$ cat src/rtl/fft_frame_sched_pkg.sv
// rtl/fft_frame_sched_pkg.sv - shared FFT constants, FSM encodings and helpers; FFT_SCHED_BITREV_EN selects bit-reversed core feed
`ifndef FFT_INC_H
`define FFT_INC_H
`ifndef TOTAL_STAGE
`define TOTAL_STAGE 4
`endif
`ifndef REAL_WIDTH
`define REAL_WIDTH 16
`endif
`ifndef IMGN_WIDTH
`define IMGN_WIDTH 16
`endif
`define FFT_N (1 << `TOTAL_STAGE)
`define FFT_ST_IDLE 1'b0
`define FFT_ST_STREAM 1'b1
`endif

package fft_frame_sched_pkg;
  localparam int TOTAL_STAGE = `TOTAL_STAGE;
  localparam int N = `FFT_N;

  typedef logic [TOTAL_STAGE-1:0] addr_t;
  localparam addr_t ADDR_LAST = addr_t'(N - 1);

  typedef enum logic {
    ST_IDLE   = `FFT_ST_IDLE,
    ST_STREAM = `FFT_ST_STREAM
  } state_e;

`ifdef FFT_SCHED_BITREV_EN
  function automatic addr_t bit_rev(addr_t a);
    addr_t r;
    r = '0;
    for (int i = 0; i < TOTAL_STAGE; i++) r[i] = a[TOTAL_STAGE-1-i];
    return r;
  endfunction
`endif
endpackage

$ cat src/rtl/fft_frame_sched_if.sv
// rtl/fft_frame_sched_if.sv - source, core and result signal bundle for fft_frame_sched
interface fft_frame_sched_if;
  logic                    s0_valid, s1_valid;
  logic                    s0_ready, s1_ready;
  logic [`REAL_WIDTH-1:0]  s0_real, s1_real;
  logic [`IMGN_WIDTH-1:0]  s0_imag, s1_imag;

  logic                    c_en;
  logic [`TOTAL_STAGE-1:0] c_addr;
  logic [`REAL_WIDTH-1:0]  c_real;
  logic [`IMGN_WIDTH-1:0]  c_imag;

  logic                    r_en;
  logic [`TOTAL_STAGE-1:0] r_addr;
  logic [`REAL_WIDTH-1:0]  r_real;
  logic [`IMGN_WIDTH-1:0]  r_imag;

  logic                    oen;
  logic [`TOTAL_STAGE-1:0] oaddr;
  logic [`REAL_WIDTH-1:0]  oReal;
  logic [`IMGN_WIDTH-1:0]  oImag;
  logic                    ochan, olast, busy, err;

  modport slave (
    input  s0_valid, s1_valid, s0_real, s1_real, s0_imag, s1_imag,
    input  r_en, r_addr, r_real, r_imag,
    output s0_ready, s1_ready, c_en, c_addr, c_real, c_imag,
    output oen, oaddr, oReal, oImag, ochan, olast, busy, err
  );

  modport master (
    output s0_valid, s1_valid, s0_real, s1_real, s0_imag, s1_imag,
    output r_en, r_addr, r_real, r_imag,
    input  s0_ready, s1_ready, c_en, c_addr, c_real, c_imag,
    input  oen, oaddr, oReal, oImag, ochan, olast, busy, err
  );
endinterface

$ cat src/rtl/fft_tag_fifo.sv
// rtl/fft_tag_fifo.sv - 1-bit channel tag FIFO for frames in flight inside the core
module fft_tag_fifo #(
  parameter int DEPTH = 4
) (
  input  logic clk_i,
  input  logic rst_ni,
  input  logic push_i,
  input  logic push_data_i,
  input  logic pop_i,
  output logic full_o,
  output logic empty_o,
  output logic head_o
);
  localparam int AW = $clog2(DEPTH);

  logic [DEPTH-1:0] mem_q;
  logic [AW-1:0]    wr_q, rd_q;
  logic [AW:0]      cnt_q;
  logic             push_ok, pop_ok;

  assign full_o  = (cnt_q == (AW+1)'(DEPTH));
  assign empty_o = (cnt_q == '0);
  assign head_o  = empty_o ? 1'b0 : mem_q[rd_q];
  assign push_ok = push_i & ~full_o;
  assign pop_ok  = pop_i & ~empty_o;

  always_ff @(posedge clk_i or negedge rst_ni) begin
    if (!rst_ni) begin
      mem_q <= '0;
      wr_q  <= '0;
      rd_q  <= '0;
      cnt_q <= '0;
    end else begin
      if (push_ok) begin
        mem_q[wr_q] <= push_data_i;
        wr_q        <= wr_q + 1'b1;
      end
      if (pop_ok) rd_q <= rd_q + 1'b1;
      if (push_ok && !pop_ok)      cnt_q <= cnt_q + 1'b1;
      else if (!push_ok && pop_ok) cnt_q <= cnt_q - 1'b1;
    end
  end
endmodule

$ cat src/rtl/fft_frame_sched.sv
// rtl/fft_frame_sched.sv - round-robin frame scheduler sharing one FFT core between two sources
// FFT_SCHED_BITREV_EN: feed the core in bit-reversed address order.
module fft_frame_sched
  import fft_frame_sched_pkg::*;
#(
  parameter int TAG_DEPTH = 4
) (
  input logic              iclk,
  input logic              rst_n,
  fft_frame_sched_if.slave bus
);
  state_e state_q, state_d;
  logic   gnt_q, gnt_d;
  logic   rr_q, rr_d;
  addr_t  cnt_q, cnt_d;

  logic                   c_en_q;
  addr_t                  c_addr_q;
  logic [`REAL_WIDTH-1:0] c_real_q;
  logic [`IMGN_WIDTH-1:0] c_imag_q;

  addr_t                  ocnt_q;
  logic                   oen_q, olast_q, ochan_q, err_q;
  addr_t                  oaddr_q;
  logic [`REAL_WIDTH-1:0] oreal_q;
  logic [`IMGN_WIDTH-1:0] oimag_q;

  logic                   sel_valid, accept, push, pop, r_last;
  logic                   fifo_full, fifo_empty, fifo_head;
  logic [`REAL_WIDTH-1:0] sel_real;
  logic [`IMGN_WIDTH-1:0] sel_imag;
  addr_t                  feed_addr;

  assign sel_valid = gnt_q ? bus.s1_valid : bus.s0_valid;
  assign sel_real  = gnt_q ? bus.s1_real  : bus.s0_real;
  assign sel_imag  = gnt_q ? bus.s1_imag  : bus.s0_imag;
  assign accept    = (state_q == ST_STREAM) && sel_valid;

`ifdef FFT_SCHED_BITREV_EN
  assign feed_addr = bit_rev(cnt_q);
`else
  assign feed_addr = cnt_q;
`endif

  always_comb begin
    state_d = state_q;
    gnt_d   = gnt_q;
    rr_d    = rr_q;
    cnt_d   = cnt_q;
    push    = 1'b0;
    case (state_q)
      ST_IDLE: begin
        // The full check here is what keeps pushes from ever hitting a full FIFO.
        if (!fifo_full && (bus.s0_valid || bus.s1_valid)) begin
          state_d = ST_STREAM;
          cnt_d   = '0;
          gnt_d   = (rr_q ? bus.s1_valid : bus.s0_valid) ? rr_q : ~rr_q;
        end
      end
      ST_STREAM: begin
        if (sel_valid) begin
          cnt_d = cnt_q + 1'b1;
          if (cnt_q == ADDR_LAST) begin
            push    = 1'b1;
            rr_d    = ~gnt_q;
            state_d = ST_IDLE;
          end
        end
      end
      default: state_d = ST_IDLE;
    endcase
  end

  // Result frames are delimited purely by counting r_en, whatever order the core emits addresses in.
  assign r_last = (ocnt_q == ADDR_LAST);
  assign pop    = bus.r_en && r_last && !fifo_empty;

  always_ff @(posedge iclk or negedge rst_n) begin
    if (!rst_n) begin
      state_q  <= ST_IDLE;
      gnt_q    <= 1'b0;
      rr_q     <= 1'b0;
      cnt_q    <= '0;
      c_en_q   <= 1'b0;
      c_addr_q <= '0;
      c_real_q <= '0;
      c_imag_q <= '0;
      ocnt_q   <= '0;
      oen_q    <= 1'b0;
      olast_q  <= 1'b0;
      ochan_q  <= 1'b0;
      oaddr_q  <= '0;
      oreal_q  <= '0;
      oimag_q  <= '0;
      err_q    <= 1'b0;
    end else begin
      state_q <= state_d;
      gnt_q   <= gnt_d;
      rr_q    <= rr_d;
      cnt_q   <= cnt_d;
      c_en_q  <= accept;
      if (accept) begin
        c_addr_q <= feed_addr;
        c_real_q <= sel_real;
        c_imag_q <= sel_imag;
      end
      oen_q   <= bus.r_en;
      olast_q <= bus.r_en && r_last;
      if (bus.r_en) begin
        ocnt_q  <= ocnt_q + 1'b1;
        oaddr_q <= bus.r_addr;
        oreal_q <= bus.r_real;
        oimag_q <= bus.r_imag;
        ochan_q <= fifo_head;
      end
      if (bus.r_en && fifo_empty) err_q <= 1'b1;
    end
  end

  fft_tag_fifo #(
    .DEPTH(TAG_DEPTH)
  ) u_tag_fifo (
    .clk_i      (iclk),
    .rst_ni     (rst_n),
    .push_i     (push),
    .push_data_i(gnt_q),
    .pop_i      (pop),
    .full_o     (fifo_full),
    .empty_o    (fifo_empty),
    .head_o     (fifo_head)
  );

  assign bus.s0_ready = (state_q == ST_STREAM) && !gnt_q;
  assign bus.s1_ready = (state_q == ST_STREAM) &&  gnt_q;
  assign bus.c_en     = c_en_q;
  assign bus.c_addr   = c_addr_q;
  assign bus.c_real   = c_real_q;
  assign bus.c_imag   = c_imag_q;
  assign bus.oen      = oen_q;
  assign bus.oaddr    = oaddr_q;
  assign bus.oReal    = oreal_q;
  assign bus.oImag    = oimag_q;
  assign bus.ochan    = ochan_q;
  assign bus.olast    = olast_q;
  assign bus.busy     = (state_q == ST_STREAM) || !fifo_empty;
  assign bus.err      = err_q;
endmodule

$ cat src/flat_wrapper.sv
// flat-port wrapper written by rule: the top's interface ports become plain ports
module fft_frame_sched_flat import fft_frame_sched_pkg::*;
#(
  parameter int TAG_DEPTH = 4
)
  (iclk, rst_n, bus_s0_valid, bus_s1_valid, bus_s0_real, bus_s1_real, bus_s0_imag, bus_s1_imag, bus_r_en, bus_r_addr, bus_r_real, bus_r_imag, bus_s0_ready, bus_s1_ready, bus_c_en, bus_c_addr, bus_c_real, bus_c_imag, bus_oen, bus_oaddr, bus_oReal, bus_oImag, bus_ochan, bus_olast, bus_busy, bus_err);
  fft_frame_sched_if bus_i ();
  input logic iclk;
  input logic rst_n;
  input wire logic [$bits(bus_i.s0_valid)-1:0] bus_s0_valid;
  input wire logic [$bits(bus_i.s1_valid)-1:0] bus_s1_valid;
  input wire logic [$bits(bus_i.s0_real)-1:0] bus_s0_real;
  input wire logic [$bits(bus_i.s1_real)-1:0] bus_s1_real;
  input wire logic [$bits(bus_i.s0_imag)-1:0] bus_s0_imag;
  input wire logic [$bits(bus_i.s1_imag)-1:0] bus_s1_imag;
  input wire logic [$bits(bus_i.r_en)-1:0] bus_r_en;
  input wire logic [$bits(bus_i.r_addr)-1:0] bus_r_addr;
  input wire logic [$bits(bus_i.r_real)-1:0] bus_r_real;
  input wire logic [$bits(bus_i.r_imag)-1:0] bus_r_imag;
  output wire logic [$bits(bus_i.s0_ready)-1:0] bus_s0_ready;
  output wire logic [$bits(bus_i.s1_ready)-1:0] bus_s1_ready;
  output wire logic [$bits(bus_i.c_en)-1:0] bus_c_en;
  output wire logic [$bits(bus_i.c_addr)-1:0] bus_c_addr;
  output wire logic [$bits(bus_i.c_real)-1:0] bus_c_real;
  output wire logic [$bits(bus_i.c_imag)-1:0] bus_c_imag;
  output wire logic [$bits(bus_i.oen)-1:0] bus_oen;
  output wire logic [$bits(bus_i.oaddr)-1:0] bus_oaddr;
  output wire logic [$bits(bus_i.oReal)-1:0] bus_oReal;
  output wire logic [$bits(bus_i.oImag)-1:0] bus_oImag;
  output wire logic [$bits(bus_i.ochan)-1:0] bus_ochan;
  output wire logic [$bits(bus_i.olast)-1:0] bus_olast;
  output wire logic [$bits(bus_i.busy)-1:0] bus_busy;
  output wire logic [$bits(bus_i.err)-1:0] bus_err;
  assign bus_i.s0_valid = bus_s0_valid;
  assign bus_i.s1_valid = bus_s1_valid;
  assign bus_i.s0_real = bus_s0_real;
  assign bus_i.s1_real = bus_s1_real;
  assign bus_i.s0_imag = bus_s0_imag;
  assign bus_i.s1_imag = bus_s1_imag;
  assign bus_i.r_en = bus_r_en;
  assign bus_i.r_addr = bus_r_addr;
  assign bus_i.r_real = bus_r_real;
  assign bus_i.r_imag = bus_r_imag;
  assign bus_s0_ready = bus_i.s0_ready;
  assign bus_s1_ready = bus_i.s1_ready;
  assign bus_c_en = bus_i.c_en;
  assign bus_c_addr = bus_i.c_addr;
  assign bus_c_real = bus_i.c_real;
  assign bus_c_imag = bus_i.c_imag;
  assign bus_oen = bus_i.oen;
  assign bus_oaddr = bus_i.oaddr;
  assign bus_oReal = bus_i.oReal;
  assign bus_oImag = bus_i.oImag;
  assign bus_ochan = bus_i.ochan;
  assign bus_olast = bus_i.olast;
  assign bus_busy = bus_i.busy;
  assign bus_err = bus_i.err;
  fft_frame_sched #(.TAG_DEPTH(TAG_DEPTH)) u_core (.iclk(iclk), .rst_n(rst_n), .bus(bus_i));
endmodule
$ cat config.mk
export PLATFORM = sky130hd
export DESIGN_NAME = fft_frame_sched_flat
export DESIGN_NICKNAME = d
export VERILOG_FILES = /design/src/rtl/fft_frame_sched_pkg.sv /design/src/rtl/fft_frame_sched_if.sv /design/src/rtl/fft_tag_fifo.sv /design/src/rtl/fft_frame_sched.sv /design/src/flat_wrapper.sv
export SDC_FILE = /design/constraint.sdc
export NUM_CORES = 1
export LEC_CHECK = 0
export ABC_CLOCK_PERIOD_IN_PS = 6100
export BUFFER_PORTS_ARGS = -buffer_cell sky130_fd_sc_hd__buf_2
export CAP_MARGIN = 20
export CORE_ASPECT_RATIO = 1.5
export CORE_MARGIN = 4
export CORE_UTILIZATION = 48
export CTS_CLUSTER_DIAMETER = 40
export DETAILED_ROUTE_END_ITERATION = 8
export PLACE_DENSITY = 0.85
export SLEW_MARGIN = 20
export SYNTH_ARGS = -nofsm -noshare
export SYNTH_HDL_FRONTEND = slang
export SYNTH_HIERARCHICAL = 1
export SYNTH_SLANG_ARGS = --single-unit
$ cat constraint.sdc
create_clock -name iclk -period 6.1 [get_ports iclk]
set_input_delay 0.915 -clock iclk [delete_from_list [all_inputs] [get_ports iclk]]
set_output_delay 0.915 -clock iclk [all_outputs]
set_load 0.03 [all_outputs]
### Word-level counts from Yosys, hierarchy flattened

Cells that the tools add are included.

| cells by class | value |
|---|---|
| $lt $le $gt $ge | 3 |
| multiplexer cells | 23 |
| eq/ne operators | 5 |
| reductions and logical operators | 22 |
| $add $sub $neg | 6 |
| bitwise logic cells | 7 |

Operators with widths:

| kind | number |
|---|---|
| two-way mux 16 bit | 2 |
| two-way mux 1 bit | 12 |
| logical AND 1 bit | 10 |
| adder 4 x 1 -> 4 bit (second input constant) | 2 |
| == test 4 bit (second input constant) | 2 |
| two-way mux 4 bit | 2 |
| case mux 4 bit (2 select lines) | 1 |
| less-than comparator 2 x 3 -> 1 bit (second input constant) | 2 |
| two-way mux 3 bit | 2 |
| zero test 1 bit | 5 |
| inverter 1 bit | 5 |
| adder 2 x 1 -> 2 bit (second input constant) | 2 |
| bitwise mux 4 bit | 1 |
| AND reduction 2 bit | 2 |
| adder 3 x 1 -> 3 bit (second input constant) | 1 |
| == test 3 bit (second input constant) | 1 |
| zero test 3 bit | 1 |
| AND reduction 3 bit | 1 |
| subtractor 3 x 1 -> 3 bit (second input constant) | 1 |
| bitwise AND 1 bit | 2 |
| binary-select mux 1 bit (select 2 bit) | 1 |
| demux 1 bit (select 2 bit) | 1 |
| greater-or-equal comparator 2 x 1 -> 1 bit (second input constant) | 1 |
| logical OR 1 bit | 2 |
| other kinds (4) | 4 |

| word-level totals | value |
|---|---|
| bits in registers | 99 |
| output and inout bits | 80 |
| word-level logic and storage cells | 86 |
| bits of input ports | 105 |

### Longest topological paths before layout

Gate-level depths: netlist of the first run.

| logic depth | value |
|---|---|
| depth after elaboration | 9 |
| gate-level depth with buffers | 14 |
| gate-level depth less buffers | 11 |

### By module

The synthesis of the first run kept the hierarchy.

Modules (own cells, without submodules):

| module | area each (µm²) | seq. area each (µm²) | instances | cells each |
|---|---|---|---|---|
| fft_frame_sched | 3762.4 | 2202.1 | 1 | 296 |
| fft_tag_fifo | 610.6 | 275.3 | 1 | 55 |

### Worst setup path after synthesis of the first run

Ideal clock, no wire load.

| timing | value |
|---|---|
| kind | in2reg |
| start | input port bus_s0_valid |
| end | register u_core.u_tag_fifo.cnt_q[2] |
| buffers on the path | 3 |
| stages | 14 |
| data arrival time | 2.860 ns |
| required time | 6.021 ns |
| slack | 3.161 ns |
| setup time | 0.079 ns |
| cell sequence | mux2_4 -> nand2_2 -> buf_6 -> buf_2 -> nor2_1 -> nand2b_1 -> buf_6 -> inv_1 -> ha_1 -> inv_1 -> fa_1 -> xor2_1 -> nor2_1 -> xor2_1 |

| between the ends | value |
|---|---|
| cells in the longest elaborated chain, start to end | 7 |
| elaborated cells between the ends (all ways) | 9 |
| classes of those cells | 4 x mux; 1 x bitwise; 4 x reduce/logical |

RTL lines:

| element | line | text |
|---|---|---|
| start: declaration | flat_wrapper.sv:10 | `input wire logic [$bits(bus_i.s0_valid)-1:0] bus_s0_valid;` |
| two-way mux 1 bit * | fft_frame_sched.sv:34 | `assign sel_valid = gnt_q ? bus.s1_valid : bus.s0_valid;` |
| two-way mux 1 bit * | fft_frame_sched.sv:61 | `if (sel_valid) begin` |
| two-way mux 1 bit * | fft_frame_sched.sv:51 | `case (state_q)` |
| named net u_core.push | fft_frame_sched.sv:28 | `logic sel_valid, accept, push, pop, r_last;` |
| bitwise AND 1 bit * | fft_tag_fifo.sv:24 | `assign push_ok = push_i & ~full_o;` |
| named net u_core.u_tag_fifo.push_ok | fft_tag_fifo.sv:19 | `logic push_ok, pop_ok;` |
| zero test 1 bit | fft_tag_fifo.sv:40 | `else if (!push_ok && pop_ok) cnt_q <= cnt_q - 1'b1;` |
| logical AND 1 bit | fft_tag_fifo.sv:40 |  |
| nonzero test 2 bit (no source line) | -- |  |
| end signal: assignment | fft_tag_fifo.sv:39 | `if (push_ok && !pop_ok) cnt_q <= cnt_q + 1'b1;` |
| end signal: assignment | fft_tag_fifo.sv:40 |  |
| end: declaration | fft_tag_fifo.sv:18 | `logic [AW:0] cnt_q;` |

Mark *: on every way through the listed nets, which the timed path passes. The rest lies on a longest branch.
A chain may end at the register's enable or synchronous reset.

### Worst setup path in the final report of the first run

| timing | value |
|---|---|
| start | register u_core.gnt_q |
| end | register u_core.u_tag_fifo.cnt_q[2] |

| between the ends | value |
|---|---|
| cells in the longest elaborated chain, start to end | 7 |
| elaborated cells between the ends (all ways) | 9 |
| classes of those cells | 4 x mux; 1 x bitwise; 4 x reduce/logical |

RTL lines:

| element | line | text |
|---|---|---|
| start: declaration | fft_frame_sched.sv:13 | `logic gnt_q, gnt_d;` |
| start signal: assignment | fft_frame_sched.sv:98 | `gnt_q <= gnt_d;` |
| two-way mux 1 bit * | fft_frame_sched.sv:34 |  |
| two-way mux 1 bit * | fft_frame_sched.sv:61 |  |
| two-way mux 1 bit * | fft_frame_sched.sv:51 |  |
| named net u_core.push | fft_frame_sched.sv:28 |  |
| bitwise AND 1 bit * | fft_tag_fifo.sv:24 |  |
| named net u_core.u_tag_fifo.push_ok | fft_tag_fifo.sv:19 |  |
| zero test 1 bit | fft_tag_fifo.sv:40 |  |
| logical AND 1 bit | fft_tag_fifo.sv:40 |  |
| nonzero test 2 bit (no source line) | -- |  |

Marks and branches as above.

==> results of run 1 <==
Yosys cell counts:
master / n
dfrtp_1: 99
o21ai_0: 54
mux2_2: 42
mux2i_1: 33
o21ai_1: 20
nand2_1: 15
buf_2: 11
nor2_1: 9
ha_1: 7
clkbuf_1: 6
inv_1: 6
a21oi_1: 5
xnor2_1: 5
xor2_1: 4
a21o_1: 3
buf_6: 3
nand2b_1: 3
nor3_1: 3
buf_4: 2
mux2_4: 2
nor4b_2: 2
o31ai_1: 2
a211o_1: 1
a211oi_1: 1
a31oi_1: 1
and2_1: 1
and2b_1: 1
and3_1: 1
fa_1: 1
mux2i_4: 1
mux4_2: 1
nand2_2: 1
nand3_1: 1
nand4_1: 1
nor3b_4: 1
o21bai_1: 1
o2bb2ai_1: 1
final cells by class:
type / instances / area (um2) / share of cell area [%]
clock buffers: 10 / 239.0 / 4.228
clock inverters: 6 / 55.05 / 0.9739
inverters: 6 / 22.52 / 0.3984
multi-input cells: 224 / 1747 / 30.90
flip-flops and latches: 99 / 2479 / 43.85
well taps: 110 / 137.6 / 2.435
repair buffers: 188 / 973.4 / 17.22
state kept, by name, indices dropped and copies added (netlist names), 16 cells and up:
register / flops
u_core/bus.oReal: 16
u_core/bus.c_real: 16
u_core/bus.c_imag: 16
u_core/bus.oImag: 16
worst min-delay path by stage:
stage,startpoint,endpoint,slack (ns)
after global routing,rst_n,u_core/cnt_q[3],0.49
after global placement,u_core/bus.err,u_core/bus.err,0.45
final,rst_n,u_core/bus.c_addr[3],0.48
after detailed placement,u_core/bus.err,u_core/bus.err,0.45
after CTS,rst_n,u_core/cnt_q[3],0.48
after floorplan,u_core/ocnt_q[3],u_core/ocnt_q[3],0.45
logic make-up (layout without fill, tap and decap cells):
logic type / count (synthesis) / count (layout) / share of synthesized area (%)
DFF: 99 / 99 / 56.65
AOI/OAI and AO/OA: 89 / 89 / 10.79
muxes: 79 / 79 / 20.09
and+or+nand+nor: 39 / 39 / 4.807
buffers and inverters: 28 / 210 / 3.405
xor gates and xnor gates: 9 / 9 / 1.802
adders and majority gates: 8 / 8 / 2.461
per-layer routing:
metal	wire length [um]	share of wire (%)	vias to the layer above
met5	0	0	-
met3	948	9.2	18
met4	218	2.1	0
li1	-	-	1587
met2	4979	49	173
met1	4112	40	1623
power groups by stage:
stage	Combinational (mW)	Sequential, mW	Clock [mW]
floorplan	0.571	1.30	0
global placement	1.15	1.02	0
detailed placement	1.19	1.02	0
CTS	1.19	1.02	0.566
global route	1.29	1.05	0.591
finish	1.19	1.02	0.547
==> impl_metrics.json, run 1 <==
{
  "synthDominantCellAreaShare_pct": 56.65,
  "routed_wl_um": 10260,
  "via_per_inst": 5.289,
  "clk_root_buffer_cell": "clkbuf_16",
  "worstSkewPairLatency_ns": 0.33,
  "die_w_um": 85.93,
  "whs_ns": 0.4807,
  "power_mw": 2.752,
  "netlist_instances": 351,
  "hold_viol": 0,
  "row_count": 42,
  "gr-total-overflow": 0,
  "ys_ff_latch": 99,
  "final_cell_area_mm2": 0.005653,
  "met1_usage_pct": 25.09,
  "rsz0062_at_grt": "false",
  "post-route-period-util_pct": 56.90,
  "post-place-ws_ns": 2.509,
  "clock_sinks": 99,
  "grt_max_degree": 75,
  "drive_gt1_share_pct": 47.84,
  "critPathRequiredTime_ns": 6.35,
  "wl_per_cell_um": 15.95,
  "ctsHtreeMaxLevel": 3,
  "ys_types": 37,
  "p_leak_nw": 2.820,
  "power_density_mw_per_mm2": 486.8,
  "cp_top_family": "simple AND/OR/NAND/NOR gates",
  "worst-slew-pin-transition_ns": 0.8958,
  "place_inst": 626,
  "p_seq_share_pct": 36.9,
  "r2r_start": "u_core/gnt_q",
  "reg2reg_to": "u_core/u_tag_fifo/cnt_q[2]",
  "dr.pass1.iters": 4,
  "drc": 0,
  "worstSetupStartpointType": "flip-flop",
  "p_int_mw": 1.623,
  "slew_violations": 0,
  "grt_pass1_vias": 3408,
  "synth_area_leaders": "dfrtp_1, mux2_2, mux2i_1",
  "cts_tree": "done",
  "core_mm2": 0.008881,
  "clockPowerShare_pct": 19.9,
  "insertedDiodeCount": 0,
  "worstPathArrival_ns": 3.72,
  "maxSlewHeadroom_pct": 40.28,
  "port_buffers": 184,
  "period_needed_ns": 3.471,
  "dieHeight_um": 124.9,
  "antenna_found_initial": 0,
  "yosysSeqAreaShare_pct": 56.65,
  "hold_buffers": 0,
  "endpoint": "u_core/u_tag_fifo/cnt_q[2]",
  "floorplan.initialDensity_pct": 49.24,
  "placed_area_mm2": 0.005331,
  "drt_iter0_drc": 105,
  "grt_use_total_pct": 19.56,
  "setup_viol": 0,
  "ff2ff_path_depth": 12,
  "n_fill_cell": 713,
  "busiest_layer": "met2",
  "syn_avg_cell_area_um2": 12.46,
  "fin_ws_ns": 2.629,
  "reg2reg_setup_slack_ns": 2.63,
  "ant_nets": 0,
  "vdd_ir_drop_max_mv": 0.2941,
  "boundaryPins": 185,
  "synth_top_area_cell": "dfrtp_1",
  "met2_usage_pct": 31.44,
  "nNetsFinal": 641,
  "cp.depth": 12,
  "outcome": "finished, final reports clean",
  "post_cts.repair.setup_buffers": 0,
  "yosys_warnings": 6,
  "fin_worst_skew_ns": 0.008253,
  "dieArea_mm2": 0.01073,
  "worstPathMaxFanout": 42,
  "p_sw_mw": 1.129,
  "area_growth_pct": 29.27,
  "max_freq_mhz": 288.1,
  "cpPeakStageDelay_ns": 0.51,
  "vias": 3401,
  "critPathBufInv": 3,
  "slowest_stage": "buf_4",
  "final_cell_mix": "buf_2, dfrtp_1, o21ai_0",
  "min_path_type": "input port to async pin",
  "grt_use_met3_pct": 4.169,
  "timing.setup.tns_ns": 0,
  "power.share.combinational_pct": 43.2,
  "max-cap-violations": 0,
  "ctsResizeCount": 0,
  "path_cells": "buf_4 > mux2_4 > nand2_2 > nor2_1 > nand2b_1 > inv_1 > ha_1 > inv_1 > fa_1 > xor2_1 > nor2_1 > xor2_1",
  "syn_area_mm2": 0.004373,
  "final_util_pct": 63.65,
  "dp_hpwl_um": 7613,
  "gp_congestion": 0.7760,
  "p_sw_share_pct": 41.04,
  "criticalPathCategory": "flip-flop to flip-flop",
  "finalNonFillerCells": 643,
  "cts-buffers-inserted": 9,
  "max-clock-path-buffers": 2,
  "crit_path_end_kind": "flip-flop",
  "clk_pin_slew_ns": 0.06,
  "grt_pass1_wl_um": 16780,
  "synth_nets": 464,
  "crit_start": "u_core/gnt_q",
  "final_common_cell": "buf_2"
}
(Power assumes the default switching activity.)
==> run 2, diff against run 1 <==
ABC_AREA = 1   (was unset)
ABC_CLOCK_PERIOD_IN_PS = 3600   (was 6100)
clock period = 3.6 ns   (was 6.1 ns; I/O delays follow)
==> run 2 against run 1 <==
  * Clock-buffer cell count unchanged
  * Clock skew is 0.00053 ns lower
  * Utilization is 0.060 points higher
  * Setup slack got worse by 1.5 ns
==> impl_metrics.json, run 2 <==
{
  "syn_area_mm2": 0.004461,
  "cp.depth": 14,
  "ys_ff_latch": 99,
  "synth_area_leaders": "dfrtp_1, nand2_1, or2_2",
  "hold_viol": 0,
  "cts-buffers-inserted": 9,
  "netlist_instances": 511,
  "place_inst": 782,
  "die_w_um": 86.71,
  "yosys.area_share.simple_pct": 26.00,
  "synth-xor-area-share_pct": 0.9818,
  "insertedDiodeCount": 0,
  "rsz0062_at_grt": "false",
  "boundaryPins": 185,
  "area_growth_pct": 27.60,
  "vdd_ir_drop_max_mv": 0.4782,
  "dr.pass1.iters": 4,
  "p_leak_nw": 3.150,
  "ctsHtreeMaxLevel": 3,
  "max-clock-path-buffers": 2,
  "ys_types": 26,
  "ant_nets": 0,
  "endpoint": "u_core/u_tag_fifo/cnt_q[2]",
  "timing.setup.tns_ns": 0,
  "clk_pin_slew_ns": 0.07,
  "criticalPathCategory": "flip-flop to flip-flop",
  "floorplan.initialDensity_pct": 49.93,
  "via_per_inst": 4.792,
  "cts_tree": "done",
  "drc": 0,
  "synth_fa_ha_area_share_pct": 2.412,
  "gp_congestion": 0.7916,
  "synth_nets": 624,
  "gr-total-overflow": 0,
  "netlist_top_cells_count": "nand2_1, dfrtp_1, o21ai_0",
  "finalNonFillerCells": 798,
  "r2r_start": "u_core/cnt_q[0]",
  "setup_viol": 0,
  "synth.most_common_cell": "nand2_1",
  "period_needed_ns": 2.438,
  "post-route-period-util_pct": 67.72,
  "core_mm2": 0.008934,
  "synth.area.mux_share_pct": 0,
  "whs_ns": 0.3389,
  "reg2reg_to": "u_core/u_tag_fifo/cnt_q[2]",
  "syn_avg_cell_area_um2": 8.729,
  "max-cap-violations": 0,
  "worstPathMaxFanout": 10,
  "yosysSeqAreaShare_pct": 55.54,
  "wl_per_cell_um": 12.24,
  "drive_gt1_share_pct": 36.34,
  "fin_worst_skew_ns": 0.007721,
  "drt_iter0_drc": 122,
  "async_reset_ff_share_pct": 100.0,
  "final_util_pct": 63.71,
  "worstSkewPairLatency_ns": 0.34,
  "row_count": 42,
  "yosys_most_used_dff": "dfrtp_1",
  "hold_buffers": 0,
  "final_cell_mix": "nand2_1, buf_2, dfrtp_1",
  "routed_wl_um": 9765,
  "min_path_type": "input port to async pin",
  "grt_max_degree": 79,
  "yosys_warnings": 6,
  "synth-edff-count": 0,
  "reg2reg_setup_slack_ns": 1.16,
  "outcome": "finished, final reports clean",
  "slowest_stage": "dfrtp_1",
  "dp_hpwl_um": 7420,
  "final_common_cell": "nand2_1",
  "antenna_found_initial": 0,
  "ctsResizeCount": 0,
  "worstSetupStartpointType": "flip-flop",
  "crit_path_end_kind": "flip-flop",
  "port_buffers": 184,
  "slew_violations": 0,
  "max_freq_mhz": 410.2,
  "synth_top_family_by_area": "simple AND/OR/NAND/NOR gates",
  "post_cts.repair.setup_buffers": 0,
  "grt_pass1_wl_um": 16030,
  "synthDominantCellAreaShare_pct": 55.54,
  "critPathRequiredTime_ns": 3.83,
  "synth_top_area_cell": "dfrtp_1",
  "nNetsFinal": 796,
  "grt_use_total_pct": 18.13,
  "critPathBufInv": 3,
  "crit_start": "u_core/cnt_q[0]",
  "power_density_mw_per_mm2": 795.5,
  "grt_pass1_vias": 3711,
  "clock_sinks": 99,
  "dieHeight_um": 126.1,
  "worstPathArrival_ns": 2.67,
  "clk_root_buffer_cell": "clkbuf_16",
  "cpPeakStageDelay_ns": 0.39,
  "vias": 3824,
  "cpMostUsedCell": "nand2_1",
  "worst-slew-pin-transition_ns": 0.9698,
  "cp_top_family": "simple AND/OR/NAND/NOR gates",
  "maxSlewHeadroom_pct": 34.94,
  "ff2ff_path_depth": 14,
  "dieArea_mm2": 0.01093,
  "path_cells": "ha_1 > nand2_1 > nor2_1 > nand3_1 > inv_1 > nand2_1 > inv_1 > ha_1 > inv_1 > fa_1 > nand2_1 > nand3_1 > nand2_1 > nand2_1",
  "synth_compound_area_share_pct": 8.892
}
[run 2: cell types whose count changed in the layout (fill, tap and decap cells not counted), sizes merged, moves of 4 or more]
cell	previous run	this run
nand4	1	7
nand2	16	205
mux2	44	0
a21oi	5	1
or2	0	32
inv	6	29
mux2i	34	0
nand3	1	18
o21ai	74	70
[run 2: layout make-up]
| cell class | instances | area [um2] |
|---|---|---|
| timing repair buffer | 188 | 953.4 |
| inverter | 28 | 105.1 |
| tap | 110 | 137.6 |
| clock buffer | 10 | 239.0 |
| multi-input combinational | 357 | 1708 |
| clock inverter | 6 | 71.32 |
| sequential | 99 | 2477 |
| fill | 716 | 3242 |
[run 2: logic make-up (layout without fill, tap and decap cells)]
| kind of cell | Yosys count | after routing |
|---|---|---|
| simple gates | 271 | 271 |
| flops | 99 | 99 |
| buf+inv | 55 | 232 |
| fa+ha+maj | 8 | 8 |
| compound gates | 73 | 73 |
| xor+xnor | 5 | 5 |
[run 2: how the worst min path moves through the flow]
stage                    from              endpoint
6_report                rst_n   u_core/bus.oReal[3]
2_1_floorplan           rst_n  u_core/bus.c_addr[0]
4_1_cts                 rst_n   u_core/bus.oReal[0]
5_1_grt         bus_r_addr[3]   u_core/bus.oaddr[3]
3_3_place_gp   u_core/bus.err        u_core/bus.err
3_5_place_dp   u_core/bus.err        u_core/bus.err
[run 2: where the power goes]
group	internal, mW	leakage (nW)	total [mW]	switching (mW)
clock network	0.563	0.146	0.963	0.400
logic	0.596	1.79	1.88	1.29
registers	1.45	1.22	1.68	0.226
[run 2: layer usage]
metal / up-vias / global-route usage, % / routed length [um]
met5: - / 0 / 0
met4: 0 / 6.422 / 197
met3: 10 / 5.098 / 1085
met2: 190 / 30.39 / 4428
met1: 1667 / 22.15 / 4053
li1: 1957 / - / -
[run 2: stage by stage]
step,cell area (um2),worst slack [ns],total power [mW]
after global placement,5381,1.263,3.530
after global routing,5692,0.9569,4.843
after floorplan,4461,1.496,3.112
final,5692,1.162,4.527
after CTS,5692,1.183,4.586
after detailed placement,5381,1.142,3.600
==> run 3, diff against run 2 <==
ABC_CLOCK_PERIOD_IN_PS = 2180   (was 3600)
CORE_UTILIZATION = 43   (was 48)
PLACE_DENSITY = 0.81   (was 0.85)
clock period = 2.18 ns   (was 3.6 ns; I/O delays follow)
==> run 3 against run 2 <==
  * Routed wire length is 5.8% higher
  * Register-to-register slack worse by 1.0 ns
  * Largest cell class unchanged
  * Critical path type unchanged
  * Fmax is 19% higher
==> impl_metrics.json, run 3 (synthesized netlist as in run 2, its figures left out) <==
{
  "drt_iter0_drc": 96,
  "ant_nets": 0,
  "power.share.combinational_pct": 42.8,
  "p_seq_share_pct": 36.6,
  "hold_viol": 0,
  "reg2reg_to": "u_core/u_tag_fifo/cnt_q[2]",
  "p_sw_share_pct": 42.30,
  "dieArea_mm2": 0.01210,
  "boundaryPins": 185,
  "outcome": "finished, final reports clean",
  "max_freq_mhz": 488.9,
  "row_count": 45,
  "fin_worst_skew_ns": 0.009783,
  "whs_ns": 0.1877,
  "path_cells": "ha_4 > nand2_4 > nor2_4 > nand3_2 > inv_2 > nand2_2 > inv_2 > ha_2 > inv_2 > fa_2 > inv_1 > nand2_1 > nand4_1 > nand2_1",
  "routed_wl_um": 10330,
  "grt_max_degree": 65,
  "area_growth_pct": 31.00,
  "die_w_um": 91.16,
  "worst-slew-pin-transition_ns": 0.7755,
  "via_per_inst": 4.840,
  "max-clock-path-buffers": 2,
  "drive_gt1_share_pct": 38.68,
  "criticalPathCategory": "flip-flop to flip-flop",
  "ff2ff_path_depth": 14,
  "r2r_start": "u_core/cnt_q[1]",
  "wl_per_cell_um": 12.67,
  "gp_congestion": 0.8242,
  "worstPathMaxFanout": 3,
  "grt_pass1_vias": 3687,
  "worstSkewPairLatency_ns": 0.34,
  "clockPowerShare_pct": 20.6,
  "maxSlewHeadroom_pct": 48.24,
  "insertedDiodeCount": 0,
  "grt_pass1_wl_um": 16840,
  "crit_path_end_kind": "flip-flop",
  "cpPeakStageDelay_ns": 0.41,
  "post-route-period-util_pct": 93.82,
  "p_int_mw": 4.401,
  "final_cell_mix": "nand2_1, buf_2, dfrtp_1",
  "min_path_type": "input port to flip-flop",
  "cts-buffers-inserted": 9,
  "cp_top_family": "adder cells",
  "cpMostUsedCell": "inv_2",
  "whs_path_depth": 3,
  "critPathRequiredTime_ns": 2.40,
  "cts_tree": "done",
  "p_sw_mw": 3.226,
  "clock_sinks": 99,
  "worstSetupStartpointType": "flip-flop",
  "clk_root_buffer_cell": "clkbuf_16",
  "reg2reg_setup_slack_ns": 0.13,
  "worst_hold_path.endpoint": "u_core/bus.oReal[15]",
  "slowest_stage": "dfrtp_1",
  "ctsHtreeMaxLevel": 3,
  "port_buffers": 184,
  "core_mm2": 0.01013,
  "nNetsFinal": 806,
  "dp_hpwl_um": 7910,
  "dieHeight_um": 132.7,
  "gr-total-overflow": 0,
  "period_needed_ns": 2.045,
  "clk_pin_slew_ns": 0.07,
  "drc": 0,
  "dr.pass1.iters": 4,
  "antenna_found_initial": 0,
  "p_leak_nw": 3.220,
  "grt_use_total_pct": 16.94,
  "max-cap-violations": 0,
  "floorplan.initialDensity_pct": 44.01,
  "worstPathArrival_ns": 2.27,
  "vdd_ir_drop_max_mv": 0.7942,
  "setup_viol": 0,
  "vias": 3945,
  "min_from": "bus_r_real[15]",
  "power_density_mw_per_mm2": 1305,
  "critPathBufInv": 4,
  "final_common_cell": "nand2_1",
  "slew_violations": 0,
  "timing.setup.tns_ns": 0
}
## run 3: layer usage
layer / vias up / global-route usage [%] / wire length [um]
met5: - / 0 / 0
met4: 0 / 6.292 / 129
met3: 11 / 4.266 / 907
met2: 182 / 28.31 / 4924
met1: 1779 / 21.13 / 4366
li1: 1973 / - / -
## run 3: power by group through the flow
stage / Clock (mW) / Sequential, mW / Combinational [mW]
after floorplan: 0 / 3.57 / 1.57
after global placement: 0 / 2.78 / 3.11
after detailed placement: 0 / 2.80 / 3.24
after CTS: 1.62 / 2.79 / 3.25
after global routing: 1.71 / 2.88 / 3.59
final: 1.57 / 2.79 / 3.26
## run 3: worst register-to-register path: cells and delay by family, from the launching register on
kind,cells,cell delay (ns)
flops,1,0.41
buf+inv,4,0.27
simple gates,7,0.54
fa+ha+maj,3,0.71
## run 3: layout make-up
class	count	area, um2
Clock buffer	11	242.7
Clock inverter	5	60.06
Fill cell	876	4292
Inverter	28	105.1
Multi-Input combinational cell	357	1755
Sequential cell	99	2477
Tap cell	117	146.4
Timing Repair Buffer	198	1056
## run 3: what timing repair did
action / in CTS / in global routing
hold buffers: 1 / 0
gates resized for setup: 0 / 15
setup buffers: 1 / 2
pin swaps: 0 / 4
endpoints found under the setup margin: 1 / 2
endpoints found under the hold margin: 36 / 0
## run 3: how the worst max path moves through the flow
stage	startpoint	end	slack, ns	depth (start not counted)
after floorplan	u_core/cnt_q[0]	u_core/u_tag_fifo/cnt_q[2]	0.09	15
after global placement	u_core/cnt_q[0]	u_core/u_tag_fifo/cnt_q[2]	0.13	14
after detailed placement	u_core/cnt_q[1]	u_core/u_tag_fifo/cnt_q[2]	0.01	14
after CTS	u_core/cnt_q[0]	u_core/u_tag_fifo/cnt_q[2]	0.006	14
after global routing	u_core/cnt_q[0]	u_core/u_tag_fifo/cnt_q[2]	-0.02	15
final	u_core/cnt_q[1]	u_core/u_tag_fifo/cnt_q[2]	0.13	14
## run 3: per-stage QoR
step	setup WS (ns)	std cells	power, mW	utilization [%]	instance area (um2)
after floorplan	0.08765	511	5.139	-	4461
after global placement	0.1266	795	5.893	53.88	5460
after detailed placement	0.01389	795	6.037	53.88	5460
after CTS	0.006325	813	7.657	57.04	5781
after global routing	-0.01753	815	8.172	57.65	5843
final	0.1348	815	7.627	57.65	5843
